File: src/rtl/des_byte_framer.sv
// rtl/des_byte_framer.sv - byte-to-block framer around a DES decrypt core
// Optional block counter enabled by defining DES_FRAMER_BLKCNT_EN.
module des_byte_framer #(
  parameter int unsigned CORE_LAT = 1
) (
  input  logic        clk,
  input  logic        rst,
  input  logic        key_we,
  input  logic [63:0] key_in,
  input  logic        in_valid,
  input  logic [7:0]  in_data,
  output logic        in_ready,
  output logic        out_valid,
  output logic [7:0]  out_data,
  input  logic        out_ready,
  output logic [63:0] core_in,
  output logic [63:0] core_key,
  input  logic [63:0] core_out,
`ifdef DES_FRAMER_BLKCNT_EN
  output logic [15:0] blk_cnt,
`endif
  output logic        busy
);

  typedef enum logic [1:0] {FILL, WAIT, DRAIN} state_t;

  state_t      state, state_nx;
  logic [2:0]  byte_cnt;
  logic [3:0]  wait_cnt;
  logic [63:0] sreg;
  logic        in_fire, out_fire, wait_done;

  // Handshake outputs are forced low while reset is held, even before the
  // state register has returned to FILL.
  assign in_ready  = (state == FILL) && !rst;
  assign out_valid = (state == DRAIN) && !rst;
  assign busy      = !rst && ((state != FILL) || (byte_cnt != 3'd0));
  assign out_data  = sreg[63:56];

  assign in_fire   = in_valid && in_ready;
  assign out_fire  = out_valid && out_ready;
  assign wait_done = (state == WAIT) && (wait_cnt == 4'(CORE_LAT - 1));

  always_ff @(posedge clk) begin
    if (rst) state <= FILL;
    else     state <= state_nx;
  end

  always_comb begin
    state_nx = state;
    case (state)
      FILL:    if (in_fire && byte_cnt == 3'd7)  state_nx = WAIT;
      WAIT:    if (wait_done)                    state_nx = DRAIN;
      DRAIN:   if (out_fire && byte_cnt == 3'd7) state_nx = FILL;
      default: state_nx = FILL;
    endcase
  end

  // byte_cnt counts accepted bytes in FILL and sent bytes in DRAIN; both
  // phases end on a wrap to 0, which is what FILL expects on re-entry.
  always_ff @(posedge clk) begin
    if (rst) begin
      byte_cnt <= 3'd0;
      wait_cnt <= 4'd0;
      core_in  <= 64'd0;
      core_key <= 64'd0;
      sreg     <= 64'd0;
    end else begin
      if (in_fire) begin
        core_in[{~byte_cnt, 3'b000} +: 8] <= in_data;
        byte_cnt <= byte_cnt + 3'd1;
      end
      if (out_fire) begin
        sreg     <= {sreg[55:0], 8'h00};
        byte_cnt <= byte_cnt + 3'd1;
      end
      if (state == WAIT) wait_cnt <= wait_cnt + 4'd1;
      else               wait_cnt <= 4'd0;
      if (wait_done) sreg <= core_out;
      if (key_we && state == FILL && byte_cnt == 3'd0) core_key <= key_in;
    end
  end

`ifdef DES_FRAMER_BLKCNT_EN
  always_ff @(posedge clk) begin
    if (rst)                                       blk_cnt <= 16'd0;
    else if (out_fire && byte_cnt == 3'd7)         blk_cnt <= blk_cnt + 16'd1;
  end
`endif

endmodule

File: config.mk
export PLATFORM = sky130hd
export DESIGN_NAME = des_byte_framer
export DESIGN_NICKNAME = d
export VERILOG_FILES = /design/src/rtl/des_byte_framer.sv
export SDC_FILE = /design/constraint.sdc
export NUM_CORES = 1
export LEC_CHECK = 0
export CAP_MARGIN = 20
export CORE_MARGIN = 3
export CORE_UTILIZATION = 50
export DETAILED_ROUTE_END_ITERATION = 16
export GPL_TIMING_DRIVEN = 1
export PLACE_DENSITY_LB_ADDON = 0.05
export SYNTH_ARGS = -nofsm -noshare
export SYNTH_HDL_FRONTEND = slang
export SYNTH_SLANG_ARGS = --single-unit
export TNS_END_PERCENT = 30
File: constraint.sdc
create_clock -name clk -period 3 [get_ports clk]
set_input_delay 0.6 -clock clk [delete_from_list [all_inputs] [get_ports clk]]
set_output_delay 0.6 -clock clk [all_outputs]
set_load 0.02 [all_outputs]
# [Word-level counts from Yosys, hierarchy flattened]
# Index checks and enable logic that the tools add are counted.
[op_classes] addsub=3 n_mul=0 n_div=0 order_cmp=0 eq_ne=6 n_shift=2 mux=9 bitwise_logic=2 n_reduce_logical=21
[ops] operator="$mux 64" n=2
[ops] operator="$bwmux 64" n=1
[ops] operator="$shift 8x8->64 const A" n=1
[ops] operator="$shiftx 8x8->64" n=1
[ops] operator="$logic_and 1x1->1" n=10
[ops] operator="$neg 6->8" n=1
[ops] operator="$mux 2" n=3
[ops] operator="$mux 3" n=2
[ops] operator="$pmux 2 s3" n=1
[ops] operator="$reduce_bool 2->1" n=3
[ops] operator="$add 4x1->4 const B" n=1
[ops] operator="$logic_not 4->1" n=1
[ops] operator="$ne 2x1->1 const B" n=2
[ops] operator="$add 3x1->3 const B" n=1
[ops] operator="$eq 3x3->1 const B" n=1
[ops] operator="$logic_not 3->1" n=1
[ops] operator="$not 3->3" n=1
[ops] operator="$reduce_and 3->1" n=1
[ops] operator="$reduce_bool 3->1" n=1
[ops] operator="$eq 2x1->1 const B" n=1
[ops] operator="$eq 2x2->1 const B" n=1
[ops] operator="$logic_not 2->1" n=1
[ops] operator="$ne 2x2->1 const B" n=1
[ops] operator="$reduce_or 2->1" n=1
[ops] operator="3 further kinds" n=3
[word_totals] reg_bits=201 latch_bits=0 ramBits=0 rom_bits=0 in_bits=141 out_inout_bits=139 wordCells=49 n_memories=0

# [Depth between registers and ports, before layout]
[depth] word_depth=6 ltp_mapped=8

# [Worst setup path after synthesis]
# OpenSTA, ideal clock, no wires.
[synth_path] kind="reg2out" from="register byte_cnt[0]" to="output busy" t_arrival_ns=1.649 required_time_ns=2.400 setup_slack_ns=0.751 path_stages_with_launch=8 path_buffers=3 path_cell_list="dfxtp_1 > buf_2 > inv_1 > ha_1 > nor4b_2 > buf_2 > buf_4 > nor2_1"
[synth_between] elab_chain_cells=3
[synth_lines] item="start: declaration" line_no="28" rtl="logic [2:0] byte_cnt;"
[synth_lines] item="start signal: assignment" line_no="71" rtl="byte_cnt <= byte_cnt + 3'd1;"
[synth_lines] item="start signal: assignment" line_no="75" rtl="byte_cnt <= byte_cnt + 3'd1;"
[synth_lines] item="$reduce_bool 3->1" line_no="37" rtl="assign busy = !rst && ((state != FILL) || (byte_cnt != 3'd0));"
[synth_lines] item="$logic_or 1x1->1" line_no="37"
[synth_lines] item="$logic_and 1x1->1" line_no="37"
[synth_lines] item="end: declaration" line_no="22" rtl="output logic busy"
# Every way passes these cells.

# [Final worst setup path]
[layout_path] from="register state[0]" to="output out_valid"
[layout_between] elab_chain_cells=2
[layout_lines] item="start: declaration" line_no="27" rtl="state_t state, state_nx;"
[layout_lines] item="start signal: assignment" line_no="46" rtl="else state <= state_nx;"
[layout_lines] item="$eq 2x2->1" line_no="36" rtl="assign out_valid = (state == DRAIN) && !rst;"
[layout_lines] item="$logic_and 1x1->1" line_no="36"
[layout_lines] item="end: declaration" line_no="13" rtl="output logic out_valid,"
# Every way passes these cells.

==> impl_metrics.py <==
metrics = {
    "yosys": {
        "synth.area.mux_share": 0.0774,
        "synth_top_area_frac": 0.473,
        "synth.area.top_cells": "dfxtp_1, nand2_1, mux2i_1",
        "synth_compound_area_frac": 0.161,
        "yosys_register_bits": 201,
        "synth_xor_area_frac": 0.00206,
        "synthCells": 969,
        "synth-async-reset-ratio": 0,
        "synth_top_family_by_area": "simple AND/OR/NAND/NOR gates",
        "synthSimpleGateAreaFrac": 0.206,
        "ys_seq_area_frac": 0.473,
        "yosys.area.top_type": "dfxtp_1",
        "synth_edf_count": 0,
        "syn_avg_cell_area_sq_um": 8.78,
        "synth_area_sq_um": 8500,
        "ys.flop_type": "dfxtp_1",
        "synth_nets": 1118,
        "synth_adder_area_share": 0.0118,
        "ys.warnings.count": 0,
        "synth_cell_types": 44,
    },
    "floorplanning": {
        "die_h_microns": 136,
        "die_w_microns": 136,
        "fp-row-count": 47,
        "top_level_ports": 280,
        "start_util": 0.511,
        "coreArea_sq_um": 16600,
        "die_area_sq_um": 18600,
    },
    "sta": {
        "tightestPinTransition_ns": 0.936,
        "timing_hold_violations_final": 0,
        "min_period_over_period": 0.880,
        "setup_tns_ns": 0,
        "clock_skew_ns": 0.0108,
        "slew_headroom": 0.373,
        "setup_viol": 0,
        "rsz0062_at_grt": "false",
        "fmax_ghz": 0.379,
        "fin_crit_ns": 2.64,
        "maxSlewViolCount": 0,
    },
    "global_routing": {
        "grt-ovfl-total": 0,
        "grt_pass1_wl_mm": 38.3,
        "grt_max_degree": 65,
        "grtUsageTotal": 0.251,
        "antenna_found_initial": 1,
        "grt_pass1_vias": 7286,
    },
    "power_and_ir_drop": {
        "p_comb_frac": 0.115,
        "power_frac_seq": 0.449,
        "p_total_mw": 6.17,
        "switching_share": 0.233,
        "p_clk_frac": 0.437,
        "switchingPower_mw": 1.44,
        "intPower_mw": 4.73,
        "p_leak_nw": 4.43,
        "ir_drop_mv": 0.378,
        "p_per_area_nw_per_um2": 515,
    },
    "worst_setup_path": {
        "reg2reg_from": "wait_cnt[0]",
        "cp-end-kind": "output port",
        "startpoint": "state[0]",
        "crit_fanout": 15,
        "r2r_cells": 6,
        "worstPathArrival_ns": 2.04,
        "startpoint_type": "register",
        "required_ns": 2.40,
        "critical_path_class": "reg2out",
    },
    "job": {
        "maxCapViolCount": 0,
    },
    "min_path": {
        "holdCritStartpoint": "core_in[26]",
        "hold_path_class": "reg2reg",
        "hold-path-cell-count": 2,
    },
    "cells_and_area": {
        "final_common_cell": "clkdlybuf4s50_1",
        "most-common-layout-cells": "clkdlybuf4s50_1, dfxtp_1, nand2_1",
        "multi_input_area_sq_um": 3910,
        "area_growth_pct": 40.8,
        "seq_area_sq_um": 4030,
        "layout-drive-gt1-share": 0.0640,
        "fin_nets": 1337,
        "num-fill-cells": 1351,
    },
    "clocking": {
        "clockBufferDepth": 3,
        "cts_setup_buffers": 0,
        "root_buffer": "clkbuf_16",
        "htree_levels": 1,
        "clk_latency_ns": 0.49,
        "clk_pin_slew_ns": 0.06,
        "cts_buffers": 21,
        "cts_tree": "done",
        "clock-sinks": 201,
    },
    "place": {
        "port_buffers": 279,
        "gp_congestion": 0.779,
        "dp_hpwl_mm": 16.2,
    },
    "detailed_routing": {
        "drt_iter0_markers": 649,
        "vias_per_cell": 5.58,
        "routedWlPerCell_microns": 17.6,
        "drc": 0,
        "num_vias": 7943,
        "dr.pass1.iters": 5,
        "wirelength_mm": 25.1,
        "ant_nets": 0,
    },
    "run_status": {
        "status": "finished, final reports clean",
    },
}
## metrics by stage
| stage | hold slack, ns | utilization | area [sq um] | instances | setup slack (ns) |
|---|---|---|---|---|---|
| CTS | 0.463 | 0.719 | 12000 | 1423 | 0.0787 |
| global route | 0.482 | 0.719 | 12000 | 1424 | 0.242 |
| floorplan | 0.430 | - | 8500 | 969 | 0.751 |
| detailed placement | 0.447 | 0.676 | 11200 | 1385 | 0.481 |
| global placement | 0.445 | 0.676 | 11200 | 1385 | 0.498 |
| finish | 0.460 | 0.719 | 12000 | 1424 | 0.359 |
## Yosys cell counts, types with 2 or more instances
master	n
dfxtp_1	201
nand2_1	165
nand3_1	101
a21oi_1	85
o21ai_1	60
mux2i_1	59
clkbuf_1	54
nor3_1	51
a311oi_1	49
buf_2	19
buf_4	16
o211ai_1	15
buf_6	12
nor2b_1	10
ha_1	8
nor2_1	8
a32oi_1	7
o21ai_0	7
inv_1	5
nand4_4	4
mux2_1	3
mux2_2	3
nand3_2	3
and3_1	2
nand3b_1	2
nor4b_2	2
## power by group through the flow
| stage | clock [mW] | sequential (mW) | combinational (mW) |
|---|---|---|---|
| 3_3_place_gp | 0 | 2.82 | 0.703 |
| 5_1_grt | 2.83 | 2.77 | 0.759 |
| 6_report | 2.69 | 2.77 | 0.708 |
| 3_5_place_dp | 0 | 2.83 | 0.704 |
| 2_1_floorplan | 0 | 2.90 | 0.256 |
| 4_1_cts | 2.75 | 2.77 | 0.709 |
## layer usage
metal  up-vias  global-route usage  part of all wire
met4         0              0.0588             0.016
met5         -                   0                 0
li1       3893                   -                 -
met1      3745               0.337              0.43
met2       274               0.415              0.47
met3        31              0.0548             0.082
## area by class of cell
cell class                 instances  area share
antenna                            1    0.000209
clock buffer                      28      0.0494
clock inverter                    10      0.0108
inverter                           6     0.00188
multi-input combinational        659       0.327
sequential                       201       0.336
tap                              220      0.0230
timing repair buffer             299       0.252
## cell families after synthesis
family / count (synthesis)
AO/OA/AOI/OAI: 224
adder cells (fa/ha/maj): 8
buffers and inverters: 109
multiplexers: 65
AND/OR/NAND/NOR: 360
XOR/XNOR: 2
flip-flops: 201
## path summary, 6_finish.rpt
check	slack, ns	endpoint
min reg2reg	0.46	core_in[26]
max reg2reg	0.61	sreg[20]
min	0.46	core_in[26]
max	0.36	out_valid
## sequential cells by signal, summed over array words and instances (netlist names)
register  count
core_in      64
core_key     64
sreg         64
wait_cnt      4
byte_cnt      3
state         2
## critical path: stages (launching register included)
cell and delay (ns):
dfxtp_1 0.65, nor2_1 0.15, and2_1 0.18, clkdlybuf4s50_1 0.57
## what timing repair did
action                                 4_1_cts  5_1_grt
pin swaps                                    0        0
resized for setup                            1        1
hold buffers                                 0        0
setup endpoints to repair                    1        1
endpoints found under the hold margin        0        0
Note: power is estimated with default switching activity, not from simulation.
